**src/rtl/ahb_arb_pkg.sv**
```systemverilog
// -----------------------------------------------------------------------------
// ahb_arb_pkg
// Shared definitions for the AHB master arbiter and the bridge-side arbiter:
// the 2-bit arbitration state encoding and the transfer-completion rule.
// No ports (package).
// -----------------------------------------------------------------------------
package ahb_arb_pkg;

   typedef enum logic [1:0] {
      IDLE   = 2'd0,  // no owner, arbitrating
      GRANT  = 2'd1,  // local slave owned by a master
      BREQ   = 2'd2,  // waiting for the bridge arbiter
      BRIDGE = 2'd3   // bridge-side slave owned by a master
   } arb_state_e;

   // A transfer completes only on a ready, non-error response.
   function automatic logic tr_done_f(input logic hready_out, input logic hresp);
      return hready_out & ~hresp;
   endfunction

endpackage

```
**src/rtl/ahb_arbiter_param_if.sv**
```systemverilog
// -----------------------------------------------------------------------------
// ahb_arbiter_param_if
// Request/grant bundle between the masters, the slave response path, the
// bridge arbiter and ahb_arbiter_param.
//   master modport : drives hreq, sel_in, hready_out, hresp, hgrantb;
//                    observes hreqb, hgrant, sel, owner, timeout
//   slave  modport : the arbiter side (directions mirrored)
// -----------------------------------------------------------------------------
interface ahb_arbiter_param_if #(
   parameter int NUM_MASTERS = 4,
   parameter int SEL_W       = 4,
   parameter int OWN_W       = $clog2(NUM_MASTERS)
);
   logic [NUM_MASTERS-1:0]       hreq;
   logic [NUM_MASTERS*SEL_W-1:0] sel_in;
   logic                         hready_out;
   logic                         hresp;
   logic                         hgrantb;
   logic                         hreqb;
   logic [NUM_MASTERS-1:0]       hgrant;
   logic [SEL_W-1:0]             sel;
   logic [OWN_W-1:0]             owner;
   logic                         timeout;

   modport master (
      output hreq, sel_in, hready_out, hresp, hgrantb,
      input  hreqb, hgrant, sel, owner, timeout
   );

   modport slave (
      input  hreq, sel_in, hready_out, hresp, hgrantb,
      output hreqb, hgrant, sel, owner, timeout
   );
endinterface

```
**src/rtl/ahb_arbiter_param_rr_pick.sv**
```systemverilog
// -----------------------------------------------------------------------------
// ahb_arbiter_param_rr_pick
// Combinational request picker.
//   req_i     : request vector
//   ptr_i     : index of the previous owner (round-robin start is ptr_i+1)
//   rr_mode_i : 1 = round-robin from ptr_i+1, 0 = fixed, index 0 highest
//   winner_o  : index of the selected request
//   valid_o   : at least one request is set
// -----------------------------------------------------------------------------
module ahb_arbiter_param_rr_pick #(
   parameter int NUM_MASTERS = 4,
   parameter int OWN_W       = $clog2(NUM_MASTERS)
) (
   input  logic [NUM_MASTERS-1:0] req_i,
   input  logic [OWN_W-1:0]       ptr_i,
   input  logic                   rr_mode_i,
   output logic [OWN_W-1:0]       winner_o,
   output logic                   valid_o
);

   int               base;
   logic [OWN_W-1:0] idx;

   // NOTE: every variable assigned in always_comb gets a default first so
   // no path leaves it unassigned and a latch can never be inferred.
   always_comb begin
      winner_o = '0;
      valid_o  = 1'b0;
      idx      = '0;
      base     = rr_mode_i ? int'(ptr_i) + 1 : 0;
      // Walk from the farthest offset back to the nearest so the request
      // closest to the start position is the last (winning) assignment.
      for (int k = NUM_MASTERS - 1; k >= 0; k--) begin
         idx = OWN_W'((base + k) % NUM_MASTERS);
         if (req_i[idx]) begin
            winner_o = idx;
            valid_o  = 1'b1;
         end
      end
   end

endmodule

```
**src/rtl/ahb_arbiter_param.sv**
```systemverilog
// -----------------------------------------------------------------------------
// ahb_arbiter_param
// N-master AHB arbiter with fixed or round-robin priority. Local transfers
// get a one-hot grant directly; transfers to a bridge-side slave first
// request the downstream bridge arbiter (hreqb/hgrantb). A hold counter
// forces release if the owner never completes. All outputs are registered.
//   hclk, hresetn : clock, asynchronous active-low reset
//   bus (slave)   : hreq, sel_in, hready_out, hresp, hgrantb in;
//                   hreqb, hgrant, sel, owner, timeout out
// -----------------------------------------------------------------------------
module ahb_arbiter_param
   import ahb_arb_pkg::*;
#(
   parameter int               NUM_MASTERS = 4,
   parameter int               SEL_W       = 4,
   parameter logic [SEL_W-1:0] BRIDGE_MASK = 4'b1100,
   parameter bit               RR_MODE     = 1'b1,
   parameter int               HOLD_MAX    = 256,
   parameter int               OWN_W       = $clog2(NUM_MASTERS)
) (
   input logic              hclk,
   input logic              hresetn,
   ahb_arbiter_param_if.slave bus
);

   localparam int               CNT_W     = (HOLD_MAX > 1) ? $clog2(HOLD_MAX) : 1;
   localparam logic [CNT_W-1:0] CNT_LIMIT = (HOLD_MAX > 0) ? CNT_W'(HOLD_MAX - 1) : '0;

   arb_state_e             state_q, state_d;
   logic [OWN_W-1:0]       owner_q, owner_d, ptr_q, ptr_d, winner;
   logic [SEL_W-1:0]       sel_q, sel_d;
   logic [NUM_MASTERS-1:0] hgrant_q, hgrant_d;
   logic                   hreqb_q, hreqb_d, timeout_q, timeout_d;
   logic [CNT_W-1:0]       cnt_q, cnt_d;
   logic                   win_valid, bridge_w, tr_done, expired, force_rel;
   logic [SEL_W-1:0]       sel_arr [NUM_MASTERS];

   for (genvar i = 0; i < NUM_MASTERS; i++) begin : g_sel_unpack
      assign sel_arr[i] = bus.sel_in[i*SEL_W +: SEL_W];
   end

   ahb_arbiter_param_rr_pick #(
      .NUM_MASTERS (NUM_MASTERS),
      .OWN_W       (OWN_W)
   ) u_pick (
      .req_i     (bus.hreq),
      .ptr_i     (ptr_q),
      .rr_mode_i (RR_MODE),
      .winner_o  (winner),
      .valid_o   (win_valid)
   );

   // Bridge decode looks only at the winner's select.
   assign bridge_w = |(sel_arr[winner] & BRIDGE_MASK);
   assign tr_done  = tr_done_f(bus.hready_out, bus.hresp);
   assign expired  = (HOLD_MAX != 0) && (cnt_q == CNT_LIMIT);

   // NOTE: sequential state uses non-blocking assignments so every register
   // samples the pre-edge values regardless of process ordering.
   always_ff @(posedge hclk or negedge hresetn) begin
      if (!hresetn) state_q <= IDLE;
      else          state_q <= state_d;
   end

   // Next-state logic. A completion on the last allowed cycle is a normal
   // release; force_rel marks only the timeout path.
   always_comb begin
      state_d   = state_q;
      force_rel = 1'b0;
      unique case (state_q)
         IDLE: if (win_valid) state_d = bridge_w ? BREQ : GRANT;
         GRANT, BRIDGE: begin
            if (tr_done) begin
               state_d = IDLE;
            end else if (expired) begin
               state_d   = IDLE;
               force_rel = 1'b1;
            end
         end
         BREQ: begin
            if (bus.hgrantb) begin
               state_d = BRIDGE;
            end else if (!bus.hreq[owner_q]) begin
               state_d = IDLE;  // requester gave up before the bridge answered
            end else if (expired) begin
               state_d   = IDLE;
               force_rel = 1'b1;
            end
         end
         default: state_d = IDLE;
      endcase
   end

   // Output / datapath next values, all derived from state_d.
   always_comb begin
      owner_d   = owner_q;
      sel_d     = sel_q;
      ptr_d     = ptr_q;
      hgrant_d  = '0;
      hreqb_d   = 1'b0;
      timeout_d = force_rel;
      cnt_d     = cnt_q;

      if (state_q == IDLE && win_valid) begin
         owner_d = winner;
         sel_d   = sel_arr[winner];
      end

      unique case (state_d)
         IDLE:   sel_d = '0;
         GRANT:  hgrant_d[owner_d] = 1'b1;
         BREQ:   hreqb_d = 1'b1;
         BRIDGE: begin
            hreqb_d           = bus.hreq[owner_d];
            hgrant_d[owner_d] = bus.hgrantb;
         end
         default: ;
      endcase

      // Only a served transfer advances the round-robin pointer; an aborted
      // bridge request leaves it where it was.
      if ((state_q == GRANT || state_q == BRIDGE) && state_d == IDLE)
         ptr_d = owner_q;

      if (state_d == IDLE || state_d != state_q) cnt_d = '0;
      else if (HOLD_MAX != 0)                    cnt_d = cnt_q + 1'b1;
   end

   always_ff @(posedge hclk or negedge hresetn) begin
      if (!hresetn) begin
         owner_q   <= '0;
         sel_q     <= '0;
         ptr_q     <= OWN_W'(NUM_MASTERS - 1);  // master 0 wins first
         hgrant_q  <= '0;
         hreqb_q   <= 1'b0;
         timeout_q <= 1'b0;
         cnt_q     <= '0;
      end else begin
         owner_q   <= owner_d;
         sel_q     <= sel_d;
         ptr_q     <= ptr_d;
         hgrant_q  <= hgrant_d;
         hreqb_q   <= hreqb_d;
         timeout_q <= timeout_d;
         cnt_q     <= cnt_d;
      end
   end

   assign bus.hgrant  = hgrant_q;
   assign bus.hreqb   = hreqb_q;
   assign bus.sel     = sel_q;
   assign bus.owner   = owner_q;
   assign bus.timeout = timeout_q;

endmodule

```
**src/flat_wrapper.sv**
```systemverilog
// flat-port wrapper written by rule: the top's interface ports become plain ports
module ahb_arbiter_param_flat import ahb_arb_pkg::*;
#(
   parameter int               NUM_MASTERS = 4,
   parameter int               SEL_W       = 4,
   parameter logic [SEL_W-1:0] BRIDGE_MASK = 4'b1100,
   parameter bit               RR_MODE     = 1'b1,
   parameter int               HOLD_MAX    = 256,
   parameter int               OWN_W       = $clog2(NUM_MASTERS)
)
  (hclk, hresetn, bus_hreq, bus_sel_in, bus_hready_out, bus_hresp, bus_hgrantb, bus_hreqb, bus_hgrant, bus_sel, bus_owner, bus_timeout);
  ahb_arbiter_param_if #(.NUM_MASTERS(NUM_MASTERS), .SEL_W(SEL_W), .OWN_W(OWN_W)) bus_i ();
  input logic hclk;
  input logic hresetn;
  input wire logic [$bits(bus_i.hreq)-1:0] bus_hreq;
  input wire logic [$bits(bus_i.sel_in)-1:0] bus_sel_in;
  input wire logic [$bits(bus_i.hready_out)-1:0] bus_hready_out;
  input wire logic [$bits(bus_i.hresp)-1:0] bus_hresp;
  input wire logic [$bits(bus_i.hgrantb)-1:0] bus_hgrantb;
  output wire logic [$bits(bus_i.hreqb)-1:0] bus_hreqb;
  output wire logic [$bits(bus_i.hgrant)-1:0] bus_hgrant;
  output wire logic [$bits(bus_i.sel)-1:0] bus_sel;
  output wire logic [$bits(bus_i.owner)-1:0] bus_owner;
  output wire logic [$bits(bus_i.timeout)-1:0] bus_timeout;
  assign bus_i.hreq = bus_hreq;
  assign bus_i.sel_in = bus_sel_in;
  assign bus_i.hready_out = bus_hready_out;
  assign bus_i.hresp = bus_hresp;
  assign bus_i.hgrantb = bus_hgrantb;
  assign bus_hreqb = bus_i.hreqb;
  assign bus_hgrant = bus_i.hgrant;
  assign bus_sel = bus_i.sel;
  assign bus_owner = bus_i.owner;
  assign bus_timeout = bus_i.timeout;
  ahb_arbiter_param #(.NUM_MASTERS(NUM_MASTERS), .SEL_W(SEL_W), .BRIDGE_MASK(BRIDGE_MASK), .RR_MODE(RR_MODE), .HOLD_MAX(HOLD_MAX), .OWN_W(OWN_W)) u_core (.hclk(hclk), .hresetn(hresetn), .bus(bus_i));
endmodule
```
**config.mk**
```make
export PLATFORM = sky130hd
export DESIGN_NAME = ahb_arbiter_param_flat
export DESIGN_NICKNAME = d
export VERILOG_FILES = /design/src/rtl/ahb_arb_pkg.sv /design/src/rtl/ahb_arbiter_param_if.sv /design/src/rtl/ahb_arbiter_param_rr_pick.sv /design/src/rtl/ahb_arbiter_param.sv /design/src/flat_wrapper.sv
export SDC_FILE = /design/constraint.sdc
export NUM_CORES = 1
export LEC_CHECK = 0
export CAP_MARGIN = 0
export CORE_MARGIN = 8
export CORE_UTILIZATION = 48
export DETAILED_ROUTE_END_ITERATION = 7
export GPL_ROUTABILITY_DRIVEN = 1
export GPL_TIMING_DRIVEN = 0
export PLACE_DENSITY_LB_ADDON = 0.05
export RECOVER_POWER = 100
export SLEW_MARGIN = 20
export SYNTH_ARGS = -nofsm -noshare
export SYNTH_HDL_FRONTEND = slang
export SYNTH_SLANG_ARGS = --single-unit
export TNS_END_PERCENT = 30
```
**constraint.sdc**
```tcl
create_clock -name hclk -period 2.2 [get_ports hclk]
set_input_delay 0.33 -clock hclk [delete_from_list [all_inputs] [get_ports hclk]]
set_output_delay 0.33 -clock hclk [all_outputs]
set_load 0.01 [all_outputs]
```
## Word-level counts from Yosys, hierarchy flattened

Index checks and enable logic that the tools add are counted.

- Add/sub/neg operators: 5
- Multipliers: 0
- Divide/modulo/power cells: 0
- $lt $le $gt $ge: 8
- Eq/ne operators: 8
- Shifts and indexed selects: 0
- Multiplexer cells: 43
- Bitwise logic cells: 4
- Reduce and logical (&&, ||, !) cells: 10

Operator list:

| kind | number |
|---|---|
| 2-bit 2-to-1 mux | 11 |
| 2-bit by 3-bit less-than comparator with 1-bit output (second input constant) | 6 |
| 4-bit 2-to-1 mux | 4 |
| 1-bit 2-to-1 mux | 15 |
| 1-bit binary-select mux with 2-bit select | 6 |
| 8-bit by 1-bit adder with 8-bit output (second input constant) | 1 |
| 4-bit binary-select mux with 2-bit select | 1 |
| 2-bit == test (second input constant) | 4 |
| 8-bit == test (second input constant) | 1 |
| 8-bit 2-to-1 mux | 1 |
| 4-bit case mux with 2 select lines | 1 |
| 2-bit case mux with 3 select lines | 1 |
| 2-bit by 1-bit adder with 2-bit output (second input constant) | 2 |
| 2-bit adder (second input constant) | 2 |
| 4-bit bitwise AND | 1 |
| 2-bit by 1-bit == test with 1-bit output (second input constant) | 2 |
| 2-bit logical NOT | 2 |
| 1-bit case mux with 2 select lines | 2 |
| 2-bit OR reduction | 2 |
| 3-bit >= comparator (second input constant) | 1 |
| 1-bit logical AND | 3 |
| 2-bit inverter with 3-bit output | 1 |
| 1-bit demux with 2-bit select | 1 |
| 2-bit by 1-bit >= comparator with 1-bit output (second input constant) | 1 |
| other kinds (5) | 6 |

- Flip-flop bits (word level): 24
- Bits in latches: 0
- RAM bits: 0
- Bits in read-only memories: 0
- Input port bits: 25
- Output and inout bits: 12
- Memories kept: 0

## Logic depth before layout (Yosys ltp)

Gate-level depths: netlist of the first run.

- Depth in word-level cells: 19
- Mapped depth: 7
- Mapped depth without buffers: 7

## By module

From an unflattened synthesis of the first run, not the netlist that was laid out.

- Cell total of the unflattened synthesis: 133
- Area, all modules: 1457.6 µm²

Modules (own cells, without submodules):

| module | instances | cells each | area each (µm²) | sequential area each (µm²) |
|---|---|---|---|---|
| ahb_arbiter_param | 1 | 111 | 1320.0 | 603.1 |
| ahb_arbiter_param_rr_pick | 1 | 22 | 137.6 | 0.0 |

## Worst setup path after synthesis of the first run

Ideal clock, no wire load.

- Kind: register to register
- From: reg u_core.ptr_q[1]
- To: reg u_core.sel_q[3] (netlist: u_core.bus.sel[3])
- Arrival: 1.951 ns
- Data required time: 2.079 ns
- Setup slack: 0.128 ns
- Stages on the path, launching flop included: 7
- Path through: dfstp_2 -> mux2i_1 -> a2bb2oi_1 -> o21a_1 -> buf_2 -> mux4_2 -> a22o_1

- Word-level cells in the longest chain between the ends: 18
- Elaborated cells on any way between the ends: 33
- Those cells by class: 4 x add/sub; 24 x mux; 1 x bitwise; 4 x reduce/logical

RTL lines:

| what | RTL line | source |
|---|---|---|
| from (decl) | ahb_arbiter_param.sv:30 | `logic [OWN_W-1:0] owner_q, owner_d, ptr_q, ptr_d, winner;` |
| from (signal assigned) | ahb_arbiter_param.sv:133 | `ptr_q <= OWN_W'(NUM_MASTERS - 1);` |
| from (signal assigned) | ahb_arbiter_param.sv:141 | `ptr_q <= ptr_d;` |
| 2-bit by 1-bit adder with 2-bit output (*) | ahb_arbiter_param_rr_pick.sv:30 | `base = rr_mode_i ? int'(ptr_i) + 1 : 0;` |
| 2-bit by 1-bit adder with 2-bit output | ahb_arbiter_param_rr_pick.sv:34 | `idx = OWN_W'((base + k) % NUM_MASTERS);` |
| 1-bit binary-select mux with 2-bit select | ahb_arbiter_param_rr_pick.sv:35 | `if (req_i[idx]) begin` |
| 1-bit 2-to-1 mux (not written as such) | ahb_arbiter_param_rr_pick.sv:35 |  |
| 2-bit 2-to-1 mux (4 in a row) | ahb_arbiter_param_rr_pick.sv:35 |  |
| 2-bit inverter with 3-bit output (not written as such) | ahb_arbiter_param.sv:54, ahb_arbiter_param.sv:106 |  |
| 4-bit binary-select mux with 2-bit select | ahb_arbiter_param.sv:54, ahb_arbiter_param.sv:106 |  |
| 4-bit 2-to-1 mux (not written as such) (2 in a row) | ahb_arbiter_param.sv:54, ahb_arbiter_param.sv:106 |  |
| 2-bit OR reduction | ahb_arbiter_param.sv:54 | `assign bridge_w = \|(sel_arr[winner] & BRIDGE_MASK);` |
| 2-bit 2-to-1 mux (2 in a row) | ahb_arbiter_param.sv:71 | `IDLE: if (win_valid) state_d = bridge_w ? BREQ : GRANT;` |
| 2-bit case mux with 3 select lines | ahb_arbiter_param.sv:70 | `unique case (state_q)` |
| 2-bit logical NOT | ahb_arbiter_param.sv:109 | `unique case (state_d)` |
| 4-bit 2-to-1 mux or 2-bit nonzero test (tied branches) | - |  |
| to (signal assigned) | ahb_arbiter_param.sv:140 | `sel_q <= sel_d;` |
| to (decl) | ahb_arbiter_param.sv:31 | `logic [SEL_W-1:0] sel_q, sel_d;` |

Mark *: on every way between the ends. The rest lies on a longest branch, timed or not. The select of a mux whose other input is x is not followed.
A chain may end at the register's enable or synchronous reset.

## Worst setup path after layout of the first run

- From: in bus_hreq[0]
- To: reg u_core.hreqb_q (netlist: u_core.bus.hreqb)

- Word-level cells in the longest chain between the ends: 16
- Elaborated cells on any way between the ends: 35
- Those cells by class: 2 x eq/ne; 30 x mux; 1 x bitwise; 2 x reduce/logical

RTL lines:

| what | RTL line | source |
|---|---|---|
| from (decl) | flat_wrapper.sv:15 | `input wire logic [$bits(bus_i.hreq)-1:0] bus_hreq;` |
| 1-bit binary-select mux with 2-bit select | ahb_arbiter_param_rr_pick.sv:35 |  |
| 1-bit 2-to-1 mux (not written as such) | ahb_arbiter_param_rr_pick.sv:35 |  |
| 2-bit 2-to-1 mux (4 in a row) | ahb_arbiter_param_rr_pick.sv:35 |  |
| 2-bit inverter with 3-bit output (not written as such) | ahb_arbiter_param.sv:54 |  |
| 4-bit binary-select mux with 2-bit select | ahb_arbiter_param.sv:54 |  |
| 4-bit 2-to-1 mux (not written as such) (2 in a row) | ahb_arbiter_param.sv:54 |  |
| 2-bit OR reduction | ahb_arbiter_param.sv:54 |  |
| 2-bit 2-to-1 mux (2 in a row) | ahb_arbiter_param.sv:71 |  |
| 2-bit case mux with 3 select lines (*) | ahb_arbiter_param.sv:70 |  |
| named net u_core.state_d[0] | ahb_arbiter_param.sv:29 | `arb_state_e state_q, state_d;` |
| 2-bit == test | ahb_arbiter_param.sv:109 |  |
| 1-bit case mux with 2 select lines (*) | ahb_arbiter_param.sv:109 |  |
| named net u_core.hreqb_d | ahb_arbiter_param.sv:33 | `logic hreqb_q, hreqb_d, timeout_q, timeout_d;` |
| to (signal assigned) | ahb_arbiter_param.sv:143 | `hreqb_q <= hreqb_d;` |
| to (decl) | ahb_arbiter_param.sv:33 |  |

The timed path passes the listed nets; every way through them passes the cells marked *. The select of a mux whose other input is x is not followed.

==> results of run 1 <==
-- area by class of cell --
class	count	share of cell area, %
Multi-Input combinational cell	106	41.7
Sequential cell	24	31.3
Timing Repair Buffer	38	19.5
Tap cell	33	2.14
Clock inverter	1	1.56
Buffer	5	1.49
Clock buffer	3	1.17
Inverter	6	1.17
-- flip-flops by register name (all words and copies together) (netlist names) --
signal,count
u_core.bus.hgrant,4
u_core.bus.hreqb,1
u_core.bus.owner,2
u_core.bus.sel,4
u_core.bus.timeout,1
u_core.cnt_q,8
u_core.ptr_q,2
u_core.state_q,2
-- metrics by stage --
| stage | instances | power (mW) |
|---|---|---|
| floorplan | 141 | 1.47 |
| global placement | 210 | 1.83 |
| detailed placement | 210 | 1.86 |
| CTS | 215 | 2.20 |
| global route | 216 | 2.34 |
| finish | 216 | 2.16 |
-- layout by cell type, fill, tap and decap left out, types with 2 or more instances in the layout --
cell type,instances
dfrtp_1,22
clkdlybuf4s50_1,21
nor2_1,13
dlygate4sd3_1,13
nand2_1,9
nor3_1,8
a21oi_1,6
inv_1,6
o21ai_0,5
nand3_1,5
o21a_1,4
nand2b_1,4
mux4_2,4
a22o_1,4
clkbuf_1,3
nor2b_1,3
mux2i_1,3
xnor2_1,3
xor2_1,3
mux2_2,3
clkbuf_4,3
nor3_2,2
a21o_1,2
o21ai_1,2
o211a_1,2
or2_2,2
and3_1,2
o31ai_2,2
dlymetal6s2s_1,2
dfstp_2,2
-- worst register-to-register path, stage by stage (launching register included) --
cell	delay (ns)
dfstp_2	0.40
buf_4	0.15
or3b_1	0.35
buf_2	0.17
a311oi_1	0.38
o211a_1	0.26
o31ai_2	0.11
nor3_1	0.20
-- kinds of logic after synthesis --
family | count (synthesis) | synth area share, %
AOI/OAI and AO/OA | 34 | 18.5
xor gates and xnor gates | 6 | 3.66
adders and majority gates | 1 | 0.870
buffers and inverters | 11 | 3.05
DFF | 24 | 41.9
muxes | 11 | 12.5
and+or+nand+nor | 54 | 19.4
-- layer usage --
| layer | vias to the layer above | part of all wire (%) | GRT usage (%) |
|---|---|---|---|
| li1 | 593 | - | - |
| met1 | 581 | 40 | 15.6 |
| met2 | 30 | 55 | 25.6 |
| met3 | 4 | 3.1 | 2.12 |
| met4 | 0 | 1.4 | 6.93 |
| met5 | - | 0 | 0 |
-- repair_timing --
item,in CTS,in global routing
setup endpoints to repair,3,9
cloned,0,0
setup buffers,1,0
gates resized for setup,1,7
hold endpoints to repair,0,22
hold buffers,0,1
-- power by group --
group	internal [mW]	total [mW]	switching (mW)	leakage [nW]
Sequential	0.590	0.676	0.0866	0.312
Combinational	0.581	1.18	0.596	0.513
Clock	0.184	0.309	0.125	0.0279
Total	1.35	2.16	0.808	0.852
-- worst paths after layout --
kind                       cells after the start                   startpoint                             end
max reg2reg                                    7  u_core.ptr_q[1]$_DFFE_PN1P_  u_core.bus.hgrant[3]$_DFF_PN0_
max                                            7                  bus_hreq[0]      u_core.bus.hreqb$_DFF_PN0_
min reg2reg                                    1    u_core.cnt_q[0]$_DFF_PN0_       u_core.cnt_q[0]$_DFF_PN0_
min in group asynchronous                      2                      hresetn    u_core.bus.timeout$_DFF_PN0_
min                                            1    u_core.cnt_q[0]$_DFF_PN0_       u_core.cnt_q[0]$_DFF_PN0_
max in group asynchronous                      2                      hresetn       u_core.cnt_q[2]$_DFF_PN0_
==> flow_metrics.env, run 1 <==
export IMPL_outcome="completed"
export IMPL_ys_types=40
export IMPL_num_vias=1208
export IMPL_post_place_ws_ns=-0.369
export IMPL_globalRouteOverflowTotal=0
export IMPL_core_area_um2=2950
export IMPL_period_share_pct=96.8
export IMPL_multi_input_area_um2=803
export IMPL_crit_path_max_incr_delay_ns=0.53
export IMPL_cts_root_buf="clkbuf_4"
export IMPL_viasPerCell=5.59
export IMPL_reg2reg_slack_ns=0.08
export IMPL_postSynthCellCount=141
export IMPL_fp_dieW_um=70.7
export IMPL_placed_area_um2=1840
export IMPL_yosysSeqAreaShare_pct=41.9
export IMPL_wl_per_cell_um=15.7
export IMPL_timing_hold_ws_ns=0.499
export IMPL_hold_viol_final=0
export IMPL_syn_num_nets=167
export IMPL_gr_usage_all_layers_pct=14.1
export IMPL_synth_top_cell_by_area="dfrtp_1"
export IMPL_path_class="input port to flip-flop"
export IMPL_relSlewSlack_pct=18.3
export IMPL_fin_tns_setup_ns=0
export IMPL_antenna_left=0
export IMPL_period_needed_ns=2.13
export IMPL_drt_wl_total_um=3390
export IMPL_cts_made_buffers=3
export IMPL_clockBufferDepth=2
export IMPL_clock_latency_ns=0.31
export IMPL_gp_congestion=0.828
export IMPL_synth_avg_cell_area_um2=10.2
export IMPL_first_pass_iters=4
export IMPL_cpMaxStageDelayCell="clkdlybuf4s50_1"
export IMPL_drv_cap=0
export IMPL_synth_seq_cells=24
export IMPL_max_freq_ghz=0.470
export IMPL_design_area_um2=1930
export IMPL_finalSetupViolCount=0
export IMPL_cp_arrival_ns=2.37
export IMPL_grt_pass1_wl_um=5750
export IMPL_fillers=292
export IMPL_start_kind="input port"
export IMPL_ys_warn_count=0
export IMPL_drt_iter0_markers=24
export IMPL_synthTopCellsByArea="dfrtp_1 38%, mux4_2 6.3%, dfstp_2 3.7%"
export IMPL_synth_edf_count=0
export IMPL_drive_above_1_share_pct=15.8
export IMPL_worstMarginPinSlew_ns=1.23
export IMPL_crit_chain="clkdlybuf4s50_1 -> o21a_1 -> o21ai_1 -> a311oi_1 -> o211a_1 -> or3_4 -> a22oi_2"
export IMPL_die_area_um2=5000
export IMPL_finalWorstSetupSlack_ns=0.0707
export IMPL_power_density_nw_per_um2=1120
export IMPL_fin_nets=210
export IMPL_synth_top_area_share_pct=38.3
export IMPL_htree_levels=1
export IMPL_fin_util_pct=65.3
export IMPL_syn_to_final_growth_pct=34.1
export IMPL_cts_tree="yes"
export IMPL_synth_flop_cell="dfrtp_1"
export IMPL_clkTransAtPathRegs_ns=0.13
export IMPL_start_util_pct=48.7
export IMPL_critPathTopFamily="compound AO/OA/AOI/OAI gates"
export IMPL_synth_area_um2=1440
export IMPL_clock_sinks=24
export IMPL_yosysMostFrequentCell="dfrtp_1"
export IMPL_crit_buf_inv=1
export IMPL_grt_max_degree=25
export IMPL_seqCellArea_um2=603
export IMPL_hold_class="flip-flop to flip-flop"
export IMPL_skew_ns=0.00607
export IMPL_p_leak_nw=0.852
export IMPL_num_io_pins=37
export IMPL_drcViolationCount=0
export IMPL_vdd_ir_drop_max_uv=466
export IMPL_required_ns=2.44
export IMPL_rows=20
export IMPL_n_antenna_cell=0
export IMPL_grt_pass1_vias=1276
export IMPL_dp_hpwl_um=2640
export IMPL_path_max_fanout=7
export IMPL_synthTopCellsByCount="22 x dfrtp_1, 13 x nor2_1, 9 x nand2_1, 9 x nor3_1"
export IMPL_drv_slew=0
export IMPL_cp_end_kind="flip-flop"
export IMPL_placement_io_buffers=36
export IMPL_dieHeight_um=70.7
export IMPL_ys_async_sr_fraction_pct=100
export IMPL_antenna_found_initial=0
Note: power is estimated with default switching activity, not from simulation.
==> inputs of run 2 (changes only) <==
- ABC_AREA: default -> 1
- CORE_UTILIZATION: 48 -> 49
- SETUP_SLACK_MARGIN: default -> 0.02
==> run 2 against run 1 <==
The run now ends with setup timing left. Sequential power grew 3%. Area after synthesis grew 2.4%. First-iteration DRC count grew 92%. Setup slack lost 0.12 ns. Synthesized cell count grew 38%. Largest power group unchanged.
==> flow_metrics.env, run 2 <==
export IMPL_start_kind="input port"
export IMPL_fillers=216
export IMPL_seq_power_share_pct=20.5
export IMPL_synth_area_um2=1470
export IMPL_cts_made_buffers=3
export IMPL_cell_internal_pwr_mw=1.67
export IMPL_use_met1_pct=14.9
export IMPL_vdd_ir_drop_max_uv=917
export IMPL_hold_end="u_core.cnt_q[0]$_DFF_PN0_"
export IMPL_ff2ff_path_depth=15
export IMPL_switchingPower_mw=1.71
export IMPL_synthAdderAreaFrac_pct=0.850
export IMPL_synth_top_cell_by_area="dfrtp_1"
export IMPL_fin_nets=274
export IMPL_drt_iter0_markers=46
export IMPL_design_area_um2=2260
export IMPL_core_area_um2=2950
export IMPL_syn_num_nets=220
export IMPL_yosysSeqAreaShare_pct=41.0
export IMPL_outcome="finished, violations left"
export IMPL_syn_to_final_growth_pct=53.8
export IMPL_die_area_um2=5020
export IMPL_gr_usage_all_layers_pct=13.6
export IMPL_hold_class="flip-flop to flip-flop"
export IMPL_dp_hpwl_um=2710
export IMPL_cp_arrival_ns=2.46
export IMPL_synth_avg_cell_area_um2=7.59
export IMPL_required_ns=2.41
export IMPL_synth_flop_cell="dfrtp_1"
export IMPL_synth_edf_count=0
export IMPL_synth_seq_cells=24
export IMPL_n_antenna_cell=0
export IMPL_wl_per_cell_um=14.2
export IMPL_htree_levels=1
export IMPL_clock_latency_ns=0.31
export IMPL_hold_depth=1
export IMPL_fp_dieW_um=70.8
export IMPL_yosysMostFrequentCell="nand2_1"
export IMPL_cp_end_kind="flip-flop"
export IMPL_rows=20
export IMPL_hold_start="u_core.cnt_q[0]$_DFF_PN0_"
export IMPL_ys_warn_count=0
export IMPL_drv_slew=0
export IMPL_grt_pass1_vias=1324
export IMPL_postSynthCellCount=194
export IMPL_synth_compound_area_share_pct=10.5
export IMPL_r2r_start="u_core.ptr_q[0]$_DFFE_PN1P_"
export IMPL_cts_tree="yes"
export IMPL_drt_wl_total_um=3960
export IMPL_p_leak_nw=1.09
export IMPL_switching_share_pct=50.6
export IMPL_top_register="u_core.cnt_q"
export IMPL_grt_busiest_layer="met2"
export IMPL_synthXorXnorAreaFrac_pct=3.57
export IMPL_dp_cells=263
export IMPL_placed_area_um2=1870
export IMPL_synth_top_family_by_area="simple AND/OR/NAND/NOR gates"
export IMPL_clockPowerShare_pct=6.6
export IMPL_start_util_pct=49.9
export IMPL_fin_util_pct=76.7
export IMPL_synthTopCellsByCount="51 x nand2_1, 22 x dfrtp_1, 22 x nor2_1"
export IMPL_reg2reg_to="u_core.cnt_q[4]$_DFF_PN0_"
export IMPL_clockBufferDepth=2
export IMPL_clkTransAtPathRegs_ns=0.12
export IMPL_layout_common_cells="28 x nand2_1, 22 x clkdlybuf4s50_1, 22 x dfrtp_1"
export IMPL_violations="setup timing"
export IMPL_synth_top_area_share_pct=37.4
export IMPL_hold_viol_final=0
export IMPL_use_met3_pct=2.54
export IMPL_dieHeight_um=70.8
export IMPL_period_share_pct=102
export IMPL_finalNonFillerCells=280
export IMPL_relSlewSlack_pct=17.4
export IMPL_first_pass_iters=4
export IMPL_synthTopCellsByArea="dfrtp_1 37%, nand2_1 13%, nand3_1 6.8%"
export IMPL_largest_reg_flops=8
export IMPL_rsz0062_at_grt="yes"
export IMPL_cts_root_buf="clkbuf_4"
export IMPL_path_class="input port to flip-flop"
export IMPL_placement_io_buffers=36
export IMPL_antenna_left=0
export IMPL_globalRouteOverflowTotal=0
export IMPL_finalSetupViolCount=11
export IMPL_worstMarginPinSlew_ns=1.24
export IMPL_antenna_found_initial=0
export IMPL_max_freq_ghz=0.445
export IMPL_power_density_nw_per_um2=1500
export IMPL_drive_above_1_share_pct=35.6
export IMPL_path_max_fanout=8
export IMPL_synthSimpleGateAreaFrac_pct=37.2
export IMPL_drv_cap=0
export IMPL_post_place_ws_ns=-0.215
export IMPL_grt_max_degree=25
export IMPL_num_io_pins=37
export IMPL_synthMuxAreaShare_pct=0
export IMPL_ys_async_sr_fraction_pct=100
export IMPL_skew_ns=0.00295
export IMPL_gp_congestion=0.813
export IMPL_clock_sinks=24
export IMPL_num_vias=1480
export IMPL_drcViolationCount=0
export IMPL_period_needed_ns=2.25
export IMPL_met2_usage_pct=24.5
export IMPL_reg2reg_slack_ns=-0.02
export IMPL_grt_pass1_wl_um=5620
export IMPL_combPwrFrac_pct=72.9
export IMPL_final_common_cell="nand2_1"
export IMPL_viasPerCell=5.29
export IMPL_ys_types=27
export IMPL_finalWorstSetupSlack_ns=-0.0485
[run 2: cell count changes after synthesis, sizes merged, moves of 7 or more]
cell and delta:
nand3 +22, o21ai +7, inv +18, nor3 -10
nand2 +50, nor2 +10
[run 2: how the worst max path moves through the flow]
stage | startpoint | end | cells after the start
after global routing | u_core.ptr_q[0]$_DFFE_PN1P_ | u_core.cnt_q[4]$_DFF_PN0_ | 16
final | bus_hreq[1] | u_core.cnt_q[4]$_DFF_PN0_ | 16
after floorplan | u_core.ptr_q[0]$_DFFE_PN1P_ | u_core.cnt_q[2]$_DFF_PN0_ | 14
after global placement | bus_hreq[3] | u_core.bus.hgrant[2]$_DFF_PN0_ | 16
after detailed placement | bus_hreq[3] | u_core.bus.hgrant[1]$_DFF_PN0_ | 16
after CTS | u_core.ptr_q[0]$_DFFE_PN1P_ | u_core.bus.hgrant[1]$_DFF_PN0_ | 17
[run 2: timing repair]
item | in CTS | in global routing
hold buffers | 0 | 1
endpoints found under the hold margin | 0 | 10
endpoints found under the setup margin | 4 | 19
gates cloned | 0 | 1
pin swaps | 0 | 24
buffers inserted | 0 | 11
resized for setup | 1 | 69
[run 2: metal layers]
layer	vias up	share of wire, %	wire [um]
li1	733	-	-
met1	691	39	1550
met2	50	54	2160
met3	6	4.7	188
met4	0	1.6	63
met5	-	0	0
[run 2: worst max-delay path, cell delays in order]
cell and delay (ns):
dlygate4sd3_1 0.61, inv_1 0.11, nand2_2 0.10, nand3_2 0.11, nand2_2 0.10, nand3_2 0.12, nand3_4 0.14, nand2_4 0.08
nand2_2 0.08, nand3_2 0.10, nand2_2 0.10, nand3_4 0.11, nand2_4 0.10, nand2_4 0.06, nand3_4 0.14, nor2_1 0.06
[run 2: cells by family after synthesis]
| group | count (synthesis) |
|---|---|
| AND/OR/NAND/NOR | 114 |
| buffers and inverters | 25 |
| AO/OA/AOI/OAI | 24 |
| flip-flops | 24 |
| XOR/XNOR | 6 |
| adder cells (fa/ha/maj) | 1 |
[run 2: layout make-up]
type,count,area [um2],share of cell area (%)
multi-input cells,145,1020,45.0
flip-flops and latches,24,603,26.6
repair buffers,49,458,20.2
inverters,24,95.1,4.20
well taps,33,41.3,1.82
clock buffers,4,36.3,1.60
plain buffers,1,11.3,0.497
[run 2: metrics by stage]
step	total power [mW]	TNS (ns)	hold WS [ns]
3_3_place_gp	2.30	-2.27	0.447
5_1_grt	3.64	-1.44	0.487
6_report	3.39	-0.347	0.465
2_1_floorplan	1.89	0	0.0344
4_1_cts	2.60	0	0.471
3_5_place_dp	2.36	-3.13	0.453
[run 2: power by group through the flow]
stage          registers [mW]  clock network [mW]  logic [mW]
2_1_floorplan           0.713                   0        1.18
3_3_place_gp            0.687                   0        1.61
3_5_place_dp            0.692                   0        1.67
4_1_cts                 0.683               0.234        1.68
5_1_grt                 0.708               0.249        2.68
6_report                0.693               0.224        2.47
==> inputs of run 3 (changes only) <==
- CTS_CLUSTER_DIAMETER: default -> 40
- CTS_CLUSTER_SIZE: default -> 10
==> results of run 3 <==
Same layout as run 2: the final DEF is identical, and so are final timing and power.
